## config.mk

```make
export PLATFORM = sky130hd
export DESIGN_NAME = slot_bus_ctrl
export DESIGN_NICKNAME = d
export VERILOG_FILES = /design/src/rtl/slot_bus_ctrl.sv
export SDC_FILE = /design/constraint.sdc
export NUM_CORES = 1
export LEC_CHECK = 0
export CAP_MARGIN = 20
export CELL_PAD_IN_SITES_DETAIL_PLACEMENT = 0
export CELL_PAD_IN_SITES_GLOBAL_PLACEMENT = 1
export CORE_MARGIN = 2
export CORE_UTILIZATION = 45
export DETAILED_ROUTE_END_ITERATION = 16
export DONT_BUFFER_PORTS = 1
export PLACE_DENSITY_LB_ADDON = 0.1
export SLEW_MARGIN = 20
export SYNTH_ARGS = -nofsm -noshare
export SYNTH_HDL_FRONTEND = slang
export SYNTH_SLANG_ARGS = --single-unit
```

## constraint.sdc

```tcl
create_clock -name clk_sys -period 7.5 [get_ports clk_sys]
set_input_delay 0.75 -clock clk_sys [delete_from_list [all_inputs] [get_ports clk_sys]]
set_output_delay 0.75 -clock clk_sys [all_outputs]
set_load 0.02 [all_outputs]
```

## src/rtl/slot_bus_ctrl.sv

```systemverilog
// Apple II peripheral-slot bus controller: registered device/IO selects, $C800-$CFFF
// expansion-ROM owner latch, card read-data mux and per-slot wait states with timeout.

module slot_bus_lane #(
    parameter int SLOT   = 0,
    parameter bit CFG_EN = 1'b0
) (
    input  logic        ext,
    input  logic [11:0] addr_hi,   // addr[15:4]
    input  logic        cxrom,
    input  logic [2:0]  owner,
    output logic        dev_hit,
    output logic        io_hit,
    output logic        strb_hit
);
    localparam logic [2:0] N = 3'(SLOT);

    logic valid;
    assign valid    = CFG_EN & ext;
    assign dev_hit  = valid & (addr_hi[11:3] == 9'b1100_0000_1) & (addr_hi[2:0] == N);
    assign io_hit   = valid & ~cxrom & (addr_hi[11:7] == 5'b11000) & (addr_hi[6:4] == N);
    // Strobe follows the latched owner, not the current slot enables.
    assign strb_hit = ~cxrom & (N != 3'd0) & (addr_hi[11:7] == 5'b11001) & (owner == N);
endmodule

module slot_bus_ctrl #(
    parameter int         NUM_SLOTS    = 7,
    parameter logic [7:0] SLOT_MASK    = 8'hFE,
    parameter int         WAIT_TIMEOUT = 255
) (
    input  logic        clk_sys,
    input  logic        reset,
    input  logic        fast_clk,
    input  logic [7:0]  bank,
    input  logic [15:0] addr,
    input  logic        we,
    input  logic [7:0]  sltromsel,
    input  logic        cxrom,
    input  logic        inhibit_cxxx,
    input  logic [63:0] slot_dout,
    input  logic [7:0]  slot_wait,
    output logic [7:0]  device_select,
    output logic [7:0]  io_select,
    output logic [7:0]  io_strobe,
    output logic [2:0]  c8_owner,
    output logic [7:0]  rd_data,
    output logic        rd_hit,
    output logic        bus_wait,
    output logic        wait_timeout
);
    localparam logic [15:0] CNT_LAST = 16'(WAIT_TIMEOUT - 1);

    logic        bank_ok, qual, we_r, expired;
    logic [7:0]  dev_hit, io_hit, strb_hit, sel;
    logic [2:0]  owner_nxt;
    logic [15:0] wait_cnt;

    assign bank_ok = (bank == 8'h00) || (bank == 8'h01) || (bank == 8'hE0) || (bank == 8'hE1);
    assign qual    = fast_clk & ~bus_wait & bank_ok & ~inhibit_cxxx;

    generate
        for (genvar n = 0; n < 8; n++) begin : g_slot
            localparam bit CFG_EN = (n >= 1) && (n <= NUM_SLOTS) && SLOT_MASK[n];
            slot_bus_lane #(.SLOT(n), .CFG_EN(CFG_EN)) u_lane (
                .ext      (sltromsel[n]),
                .addr_hi  (addr[15:4]),
                .cxrom    (cxrom),
                .owner    (c8_owner),
                .dev_hit  (dev_hit[n]),
                .io_hit   (io_hit[n]),
                .strb_hit (strb_hit[n])
            );
        end
    endgenerate

    assign sel      = device_select | io_select | io_strobe;
    assign bus_wait = |(sel & slot_wait) & ~expired;
    assign rd_hit   = |sel & ~we_r;

    always_comb begin
        rd_data = 8'h00;
        for (int i = 0; i < 8; i++)
            if (sel[i]) rd_data = slot_dout[8*i +: 8];
    end

    // $CFFF releases ownership; it cannot coincide with an io_select hit.
    always_comb begin
        owner_nxt = c8_owner;
        if (addr == 16'hCFFF) owner_nxt = 3'd0;
        for (int i = 1; i < 8; i++)
            if (io_hit[i]) owner_nxt = 3'(i);
    end

    always_ff @(posedge clk_sys) begin
        if (reset) begin
            device_select <= '0;
            io_select     <= '0;
            io_strobe     <= '0;
            c8_owner      <= '0;
            we_r          <= 1'b0;
            wait_cnt      <= '0;
            expired       <= 1'b0;
            wait_timeout  <= 1'b0;
        end else if (qual) begin
            device_select <= dev_hit;
            io_select     <= io_hit;
            io_strobe     <= strb_hit;
            c8_owner      <= owner_nxt;
            we_r          <= we;
            wait_cnt      <= '0;
            expired       <= 1'b0;
        end else if (bus_wait) begin
            if (wait_cnt == CNT_LAST) begin
                expired      <= 1'b1;
                wait_timeout <= 1'b1;
            end else begin
                wait_cnt <= wait_cnt + 16'd1;
            end
        end
    end
endmodule

```

After elaboration in Yosys (flattened, before gate mapping)

Cells that the tools add are included.

Register bits after elaboration: 43
Logic and storage cells: 124
Output and inout port bits: 38
Input port bits: 110

Multiplexer cells: 16
Eq/ne operators: 29
Bitwise operators: 58
Reduce and logical (&&, ||, !) cells: 12
Add/subtract/negate cells: 1

Operators with widths:

| kind                                            | count |
|---|---|
| 2-to-1 mux 8 bit                                | 8 |
| AND 1 bit                                       | 48 |
| == test 3 bit (second input constant)           | 12 |
| 2-to-1 mux 3 bit                                | 8 |
| == test 3 x 2 -> 1 bit (second input constant)  | 6 |
| adder 16 x 1 -> 16 bit (second input constant)  | 1 |
| == test 16 bit (second input constant)          | 1 |
| == test 16 x 8 -> 1 bit (second input constant) | 1 |
| == test 8 bit (second input constant)           | 2 |
| OR 8 bit                                        | 2 |
| OR reduction 8 bit                              | 2 |
| == test 5 bit (second input constant)           | 2 |
| == test 3 x 1 -> 1 bit (second input constant)  | 3 |
| == test 9 bit (second input constant)           | 1 |
| AND 8 bit                                       | 1 |
| == test 8 x 1 -> 1 bit (second input constant)  | 1 |
| zero test 8 bit                                 | 1 |
| nonzero test 8 bit                              | 1 |
| NOT 1 bit                                       | 7 |
| AND reduction 2 bit                             | 3 |
| logical OR 1 bit                                | 3 |
| AND reduction 3 bit                             | 1 |
| OR reduction 2 bit                              | 1 |

Logic depth before layout (Yosys ltp)

Gate-level depths: netlist (run 1).

Word-level depth: 11
Depth in mapped cells: 9
Mapped depth without buffers: 6

Hierarchy

A second synthesis (run 1) with hierarchy kept.

Cell total of the unflattened synthesis: 427
Area total of the unflattened synthesis: 3355.7 um^2

Modules (own cells, without submodules):

| module                                | seq. area each (um^2) | area each (um^2) | instances | cells each |
|---|---|---|---|---|
| slot_bus_ctrl                         | 920.9                 | 2810.2           | 1         | 363 |
| slot_bus_lane at g_slot[1].u_lane ... | 0.0                   | 77.6             | 3         | 8 |
| slot_bus_lane at g_slot[3].u_lane ... | 0.0                   | 71.3             | 3         | 9 |
| slot_bus_lane at g_slot[7].u_lane     | 0.0                   | 72.6             | 1         | 9 |
| slot_bus_lane at g_slot[0].u_lane     | 0.0                   | 26.3             | 1         | 4 |

Worst setup path before layout (run 1)

Ideal clock, no wire load.

Path type: register to output
Start point: register device_select[4]
End point: output bus_wait
Cell stages (with the launch flop): 8
Arrival: 2.125 ns
Path slack: 4.625 ns
Buffers on the path: 3
Data required time: 6.750 ns
Cell sequence: dfxtp_1 -> or3_1 -> buf_2 -> a221o_1 -> o41ai_2 -> inv_2 -> clkbuf_1 -> clkbuf_1

Longest elaborated chain between the ends: 5

RTL lines:

| what                   | line | RTL |
|---|---|---|
| from (decl)            | 42   | `output logic [7:0] device_select,` |
| from (signal assigned) | 105  | `device_select <= dev_hit;` |
| OR 8 bit (2 in series) | 76   | `assign sel = device_select \| io_select \| io_strobe;` |
| AND 8 bit              | 77   | `assign bus_wait = \|(sel & slot_wait) & ~expired;` |
| OR reduction 8 bit     | 77   |  |
| AND 1 bit              | 77   |  |
| to (decl)              | 48   | `output logic bus_wait,` |

No other way between the ends.

Worst setup path after layout (run 1)

Start point: register device_select[2]
End point: output rd_data[6]

Longest elaborated chain between the ends: 8

RTL lines:

| what                           | line | RTL |
|---|---|---|
| OR 8 bit (2 in series)         | 76   |  |
| 2-to-1 mux 8 bit (6 in series) | 83   | `if (sel[i]) rd_data = slot_dout[8*i +: 8];` |
| to (decl)                      | 46   | `output logic [7:0] rd_data,` |

No other way between the ends.

==> results of run 1 <==
worst max-delay path: cells and delay by family, from the launching register on:
family          cells  cell delay [ns]
flops               1             0.51
compound gates      4             1.09
simple gates        1             0.81
cell families (layout without fill, tap and decap cells):
logic type	count (synthesis)	in the layout	share of synthesized area
AND/OR/NAND/NOR	151	151	0.300
AO/OA/AOI/OAI	138	138	0.308
flip-flops	43	43	0.299
buffers and inverters	37	16	0.0547
multiplexers	7	7	0.0286
adder cells (fa/ha/maj)	2	2	0.00868
other	1	3	0.00130
sequential cells by signal, indices dropped and copies added (netlist names):
register       flops
c8_owner           3
device_select      7
expired            1
io_select          7
io_strobe          7
wait_cnt          16
wait_timeout       1
we_r               1
per-stage QoR:
step                      hold slack (ns)  setup slack (ns)  total power (µW)  std cells  area [µm²]
final                               0.478              4.04               389        437        2990
after global routing                0.506              3.88               404        437        2990
after CTS                           0.479              4.03               393        437        2990
after detailed placement            0.468              4.32               246        430        2900
after global placement              0.460              4.32               246        430        2900
after floorplan                     0.448              4.62               247        381        2890
metal layers:
metal  vias up  global-route usage
met2       122               0.362
met4         0              0.0660
met1      1374               0.325
met3         9              0.0772
li1       1448                   -
met5         -                   0
worst max path at each step:
stage / end / slack [ns]
global route: rd_data[7] / 3.88
CTS: rd_data[6] / 4.03
floorplan: bus_wait / 4.62
global placement: expired$_SDFFE_PP0P_ / 4.32
finish: rd_data[6] / 4.04
detailed placement: expired$_SDFFE_PP0P_ / 4.32
power groups by stage:
stage	registers (µW)	clock network, µW	logic, µW
final	228	149	12.3
after global routing	228	162	13.5
after CTS	228	152	12.2
after detailed placement	233	0	12.2
after global placement	233	0	12.2
after floorplan	233	0	13.9
layout make-up:
type | count | area (µm²)
Clock inverter | 1 | 5.00
Fill cell | 636 | 3280
Sequential cell | 43 | 861
Tap cell | 77 | 96.3
Timing Repair Buffer | 4 | 30.0
Inverter | 5 | 18.8
Multi-Input combinational cell | 301 | 1900
Clock buffer | 6 | 82.6
synth_stat cells (all sizes together), types with 3 or more instances:
| library cell | count |
|---|---|
| a21oi | 50 |
| dfxtp | 43 |
| nand4 | 7 |
| and3 | 7 |
| o31ai | 17 |
| nand2 | 28 |
| or3 | 6 |
| mux2i | 6 |
| nand4b | 6 |
| or4 | 24 |
| a311oi | 8 |
| nor2 | 19 |
| nand2b | 3 |
| nor3 | 10 |
| o211ai | 16 |
| nand3 | 19 |
| buf | 12 |
| clkbuf | 20 |
| nor4 | 6 |
| o31a | 9 |
| o21ai | 28 |
| inv | 5 |
| nor2b | 3 |
| nand3b | 4 |
placed cells by master, fill, tap and decap left out, drive strengths merged, types with 2 or more instances in the layout:
cell    instances
a21oi          50
a311oi          8
and3            7
and4            2
buf             4
clkbuf          6
conb            3
dfxtp          43
ha              2
inv             5
mux2i           6
nand2          28
nand2b          3
nand3          19
nand3b          4
nand4           7
nand4b          6
nor2           19
nor2b           3
nor3           10
nor4            6
nor4bb          2
o211ai         16
o21ai          28
o31a            9
o31ai          17
o41ai           2
or3             6
or4            24
==> results_dict.tcl, run 1 <==
set metrics [dict create \
    outcome "finished, final reports clean" \
    yosysWarnings 0 \
    first_pass_iters 4 \
    die_y_um 84.0 \
    worstSetupStartpoint "device_select[2]$_SDFFE_PP0P_" \
    hold_depth 2 \
    met3_length_um 807 \
    p_switching_uw 83.8 \
    fin_nets 472 \
    remaining_drc_errors 0 \
    clock_skew_ns 0.00715 \
    synth_top_area_frac 0.299 \
    cts_resized 0 \
    timing.final.crit_share 0.461 \
    async_flop_share 0 \
    area_growth_pct 3.86 \
    routed.top_layer "met4" \
    r2r_cells 7 \
    hpwl_um 6540 \
    combPwrFrac 0.032 \
    root_buffer "clkbuf_8" \
    overflow 0 \
    seq_area_frac_synth 0.299 \
    crit_top_cell "o211ai_1" \
    setup.worst_path.start_class "flop" \
    leakage_uw 0.000888 \
    critPathArrivalTime_ns 2.71 \
    grt_pass1_wl_um 13800 \
    cts_setup_buffers 0 \
    grt_setup_unrepaired "false" \
    cpPeakStageDelay_ns 0.81 \
    finalSetupViolCount 0 \
    dr_wl_met2_um 3810 \
    viasPerCell 6.76 \
    fin_util 0.477 \
    worst_slew_pin_slew_ns 0.996 \
    relSlewSlack 0.336 \
    critical_path.slowest_cell "nor3_1" \
    worstSetupPathType "flop to output port" \
    cap_violations 0 \
    drv_slew 0 \
    synth_cells 379 \
    period_needed_ns 3.46 \
    cts.path.max_buffers 2 \
    worstPathRequired_ns 6.75 \
    start_util 0.459 \
    dr_total_vias 2953 \
    clkSinkCount 43 \
    numCtsBuffers 5 \
    hold_violations 0 \
    core-area_um2 6280 \
    antenna_cells 0 \
    synth-edff-count 0 \
    syn_area_um2 2880 \
    r2r_start "device_select[4]$_SDFFE_PP0P_" \
    ant_nets 0 \
    routedWlPerCell_um 19.6 \
    cp_cell_sequence "nor3_1 -> a311oi_1 -> o211ai_1 -> o211ai_1 -> a21oi_1" \
    die_area_um2 7060 \
    pwr-share-clk 0.382 \
    grt_pass1_vias 2705 \
    routed_wl_um 8570 \
    crit_path_max_fanout 12 \
    synth_area_leaders "dfxtp_1 (30%), a21oi_1 (8.7%), or4_1 (6.3%), o21ai_0 (4.7%), o31ai_1 (4.4%)" \
    port_buffers 0 \
    h-tree-depth 2 \
    routabilityCongestion 0.800 \
    hold_start "we_r$_SDFFE_PP0P_" \
    hold_path_end "we_r$_SDFFE_PP0P_" \
    r2r_slack_ns 4.34 \
    cts_hold_buf 0 \
    grt_max_degree 33 \
    pwr-share-seq 0.586 \
    drt_iter0_markers 145 \
    peakVddDrop_uv 86.1 \
    num_rows 29 \
    cts.clk_slew.worst_paths_ns 0.08 \
    internal_power_uw 305 \
    die_x_um 84.0 \
    cts_tree "yes" \
    met1_length_um 3820 \
    synth.distinct_cells 49 \
    yosysTopAreaCell "dfxtp_1" \
    totalNegativeSetupSlack_ns 0 \
    yosys_most_used_dff "dfxtp_1" \
    antenna_found_initial 0 \
    r2r-end "expired$_SDFFE_PP0P_" \
    p_sw_frac 0.215 \
    endpoint_kind "output port" \
    io_pins 148 \
    fmax_ghz 0.289 \
    ys_seq_elements 43 \
    p_per_area_nw_per_um2 130 \
    hold_path_class "flop to flop" \
    clk_latency_ns 0.29 \
    drive_above_1_share 0.0639 \
    syn_area_per_cell_um2 7.61 \
    grt_usage 0.239 \
]
Note: power is estimated with default switching activity, not from simulation.
==> run 2, diff against run 1 <==
CORE_UTILIZATION = 39   (was 45)
clock period = 2.9 ns   (was 7.5 ns; I/O delays follow)
==> run 2 against run 1 <==
  * Non-clock buffer count grew 28
  * Worst setup slack lost 3.8 ns
  * Routed wire length grew 7.5%
  * Die area grew 15%
  * Clock power grew to 2.6 times the previous value
  * Core utilization shrank 2.8 points
  * Sequential cell count is the same
  * Via count grew 2.8%
  * Clock-buffer cell count is the same
==> results_dict.tcl, run 2 (synthesized netlist as in run 1, its figures left out) <==
set metrics [dict create \
    outcome "finished, final reports clean" \
    grt_usage 0.221 \
    fin_nets 500 \
    grt_pass1_wl_um 14600 \
    critPathArrivalTime_ns 2.42 \
    fmax_ghz 0.369 \
    cts.path.max_buffers 2 \
    antenna_cells 0 \
    p_per_area_nw_per_um2 314 \
    clock_skew_ns 0.00876 \
    clk_latency_ns 0.30 \
    holdWs_ns 0.0511 \
    drive_above_1_share 0.129 \
    timing.final.crit_share 0.934 \
    endpoint_kind "output port" \
    largest_register_ffs 16 \
    worstSetupPathType "flop to output port" \
    worstPathRequired_ns 2.61 \
    drv_slew 0 \
    core-area_um2 7210 \
    stdcell_count 487 \
    worst_slew_pin_slew_ns 0.866 \
    crit_path_max_fanout 18 \
    peakVddDrop_uv 184 \
    leakage_uw 0.00104 \
    grt_max_degree 33 \
    first_pass_iters 4 \
    dr_total_vias 3037 \
    register_area_um2 861 \
    final_common_cell "a21oi_1" \
    cts.clk_slew.worst_paths_ns 0.08 \
    multi_input_area_um2 1910 \
    layout_common_cells "a21oi_1 (50), dfxtp_1 (43), buf_4 (32), nand2_1 (28), o21ai_0 (27)" \
    relSlewSlack 0.415 \
    ant_nets 0 \
    period_needed_ns 2.71 \
    clkSinkCount 43 \
    root_buffer "clkbuf_8" \
    io_pins 148 \
    drt_iter0_markers 128 \
    die_y_um 90.0 \
    setup.worst_path.start_class "flop" \
    totalNegativeSetupSlack_ns 0 \
    largest-register "wait_cnt" \
    viasPerCell 6.24 \
    hold_path_class "primary input to flop" \
    routedWlPerCell_um 18.9 \
    overflow 0 \
    cap_violations 0 \
    cts_hold_buf 0 \
    hpwl_um 7160 \
    die_area_um2 8100 \
    num_rows 31 \
    place_inst 480 \
    pre_cts_ws_ns 0.143 \
    die_x_um 90.0 \
    area_growth_pct 12.5 \
    total_power_uw 1020 \
    antenna_found_initial 0 \
    cts_tree "yes" \
    finalSetupViolCount 0 \
    routabilityCongestion 0.792 \
    hold_violations 0 \
    grt_pass1_vias 2784 \
    layout_setup_ws_ns 0.193 \
    numCtsBuffers 5 \
    grt_setup_unrepaired "false" \
    remaining_drc_errors 0 \
    fillers 782 \
    start_util 0.400 \
    h-tree-depth 2 \
    port_buffers 0 \
    routed_wl_um 9210 \
]
run 2: cell count changes in the layout (fill, tap and decap cells not counted), sizes merged:
cell | previous run | this run
buf | 4 | 32
run 2: per-stage QoR:
| step | area [µm²] | util |
|---|---|---|
| finish | 3240 | 0.449 |
| global route | 3240 | 0.449 |
| CTS | 3230 | 0.447 |
| detailed placement | 3140 | 0.435 |
| global placement | 3140 | 0.435 |
| floorplan | 2890 | - |
run 2: what timing repair did:
item,in CTS,in global routing
resized for setup,0,2
setup buffers,0,0
hold endpoints to repair,0,0
endpoints found under the setup margin,0,13
run 2: critical path, cell delays in order (launching register included):
cell and delay, ns:
dfxtp_1 0.33, or3_1 0.55, a22o_1 0.31, o41ai_4 0.46, inv_2 0.22, buf_4 0.25
run 2: path summary, 6_finish.rpt:
check	from	to	slack [ns]	cells past startpoint
min reg2reg	we_r$_SDFFE_PP0P_	we_r$_SDFFE_PP0P_	0.48	2
max	device_select[1]$_SDFFE_PP0P_	bus_wait	0.19	5
max reg2reg	device_select[1]$_SDFFE_PP0P_	io_select[4]$_SDFFE_PP0P_	0.22	6
min	reset	io_select[5]$_SDFFE_PP0P_	0.05	1
run 2: cell type report:
class	count	area share
Clock buffer	6	0.0255
Clock inverter	1	0.00154
Inverter	5	0.00579
Multi-Input combinational cell	301	0.589
Sequential cell	43	0.266
Tap cell	99	0.0382
Timing Repair Buffer	32	0.0741
run 2: power by group:
| part | total (µW) | switching (µW) | internal (µW) | leakage [µW] |
|---|---|---|---|---|
| Sequential | 590 | 0.0193 | 590 | 0.000346 |
| Clock | 393 | 206 | 187 | 0.0000470 |
| Combinational | 34.8 | 20.0 | 14.9 | 0.000644 |
| Total | 1020 | 226 | 792 | 0.00104 |
run 2: per-layer routing:
| layer | vias up | part of all wire | track usage |
|---|---|---|---|
| li1 | 1503 | - | - |
| met1 | 1398 | 0.45 | 0.293 |
| met2 | 124 | 0.44 | 0.358 |
| met3 | 12 | 0.088 | 0.0637 |
| met4 | 0 | 0.016 | 0.0487 |
| met5 | - | 0 | 0 |
==> run 3, diff against run 2 <==
CORE_UTILIZATION = 45   (was 39)
clock period = 3.28 ns   (was 2.9 ns; I/O delays follow)
==> run 3 against run 2 <==
  * Register-to-register slack improved by 0.16 ns
  * Sequential share of layout area grew 1.3 points
  * First-iteration DRC count up 30%
  * Critical path type unchanged
  * Worst hold slack better by 0.046 ns
  * Worst setup slack improved by 0.18 ns
  * Highest routed layer unchanged
  * Sequential power is 12% lower
  * Clock power is 13% lower
  * Core utilization increased by 4.3 points
  * Die area is 13% lower
  * Critical path depth up 1
  * Clock skew decreased by 0.0038 ns
  * Via count fell by 1.9%
==> results_dict.tcl, run 3 (synthesized netlist as in run 1, its figures left out) <==
set metrics [dict create \
    grt_setup_unrepaired "false" \
    cap_violations 0 \
    leakage_uw 0.000963 \
    cts.clk_slew.worst_paths_ns 0.08 \
    largest_register_ffs 16 \
    clkSinkCount 43 \
    final_common_cell "a21oi_1" \
    h-tree-depth 2 \
    overflow 0 \
    antenna_found_initial 0 \
    clk_latency_ns 0.29 \
    start_util 0.459 \
    drive_above_1_share 0.0963 \
    worst_slew_pin_slew_ns 0.969 \
    p_per_area_nw_per_um2 288 \
    root_buffer "clkbuf_8" \
    cts.path.max_buffers 2 \
    critical_path.slowest_cell "nor3_1" \
    critPathArrivalTime_ns 2.58 \
    numCtsBuffers 5 \
    worstSetupPathType "flop to output port" \
    port_buffers 0 \
    critPathBufInv 1 \
    hold_violations 0 \
    core-area_um2 6280 \
    stdcell_count 451 \
    num_rows 29 \
    cts_hold_buf 0 \
    layout_common_cells "a21oi_1 (50), dfxtp_1 (43), nand2_1 (28), o21ai_0 (27), or4_1 (24)" \
    clock_skew_ns 0.00491 \
    die_x_um 84.0 \
    die_area_um2 7060 \
    cp_cell_sequence "buf_4 -> nor3_1 -> a311oi_1 -> o211ai_1 -> o211ai_1 -> a21oi_1" \
    register_area_um2 861 \
    routedWlPerCell_um 19.1 \
    endpoint_kind "output port" \
    area_growth_pct 7.29 \
    drv_slew 0 \
    hold_path_class "primary input to flop" \
    period_needed_ns 2.90 \
    drt_iter0_markers 166 \
    fin_nets 486 \
    cts_tree "yes" \
    multi_input_area_um2 1890 \
    grt_max_degree 33 \
    dr_total_vias 2978 \
    peakVddDrop_uv 215 \
    cpLargestDelayFamily "compound AO/OA/AOI/OAI gates" \
    die_y_um 84.0 \
    grt_usage 0.239 \
    cpPeakStageDelay_ns 0.69 \
    fin_area_um2 3090 \
    setup.worst_path.start_class "flop" \
    fillers 640 \
    timing.final.crit_share 0.885 \
    postPlaceCellArea_um2 3010 \
    io_pins 148 \
    largest-register "wait_cnt" \
    crit_path_max_fanout 11 \
    ant_nets 0 \
    routabilityCongestion 0.837 \
    place_inst 444 \
    relSlewSlack 0.354 \
    viasPerCell 6.60 \
    first_pass_iters 4 \
    grt_pass1_vias 2668 \
    cts_resized 0 \
    finalSetupViolCount 0 \
    worstPathRequired_ns 2.95 \
    crit_top_cell "o211ai_1" \
    totalNegativeSetupSlack_ns 0 \
    hpwl_um 6700 \
    cts_setup_buffers 0 \
    remaining_drc_errors 0 \
    antenna_cells 0 \
    routed_wl_um 8600 \
    fmax_ghz 0.344 \
    outcome "finished, final reports clean" \
    grt_pass1_wl_um 13800 \
]
## run 3: worst paths after layout
path	from	to	slack, ns	cells past startpoint
worst max register to register	device_select[4]$_SDFFE_PP0P_	io_select[4]$_SDFFE_PP0P_	0.38	6
worst max-delay path	device_select[2]$_SDFFE_PP0P_	rd_data[6]	0.38	6
worst min-delay path	reset	io_select[7]$_SDFFE_PP0P_	0.1	1
worst min register to register	wait_cnt[5]$_SDFFE_PP0P_	wait_cnt[5]$_SDFFE_PP0P_	0.49	2
## run 3: cell type report
| cell class | instances | share of cell area |
|---|---|---|
| Clock inverter | 1 | 0.00162 |
| Sequential cell | 43 | 0.278 |
| Tap cell | 77 | 0.0311 |
| Timing Repair Buffer | 18 | 0.0437 |
| Inverter | 5 | 0.00607 |
| Multi-Input combinational cell | 301 | 0.612 |
| Clock buffer | 6 | 0.0267 |
## run 3: power breakdown
group | internal [µW] | total [µW] | switching, µW
Clock | 165 | 341 | 175
Combinational | 12.2 | 29.1 | 16.9
Sequential | 521 | 521 | 0.0239
## run 3: routing by layer
| metal | vias to the layer above | part of all wire | track usage | routed length (µm) |
|---|---|---|---|---|
| li1 | 1486 | - | - | - |
| met1 | 1348 | 0.45 | 0.326 | 3840 |
| met2 | 138 | 0.45 | 0.378 | 3910 |
| met3 | 6 | 0.092 | 0.0722 | 791 |
| met4 | 0 | 0.0066 | 0.0425 | 57 |
| met5 | - | 0 | 0 | 0 |
## run 3: through the flow
stage | setup WS [ns] | util | hold slack (ns) | power [µW]
detailed placement | 0.401 | 0.479 | 0.401 | 563
CTS | 0.380 | 0.493 | 0.0919 | 897
floorplan | 0.706 | - | 0.448 | 566
global route | 0.192 | 0.493 | 0.0799 | 919
global placement | 0.441 | 0.479 | 0.401 | 563
finish | 0.377 | 0.493 | 0.0966 | 891
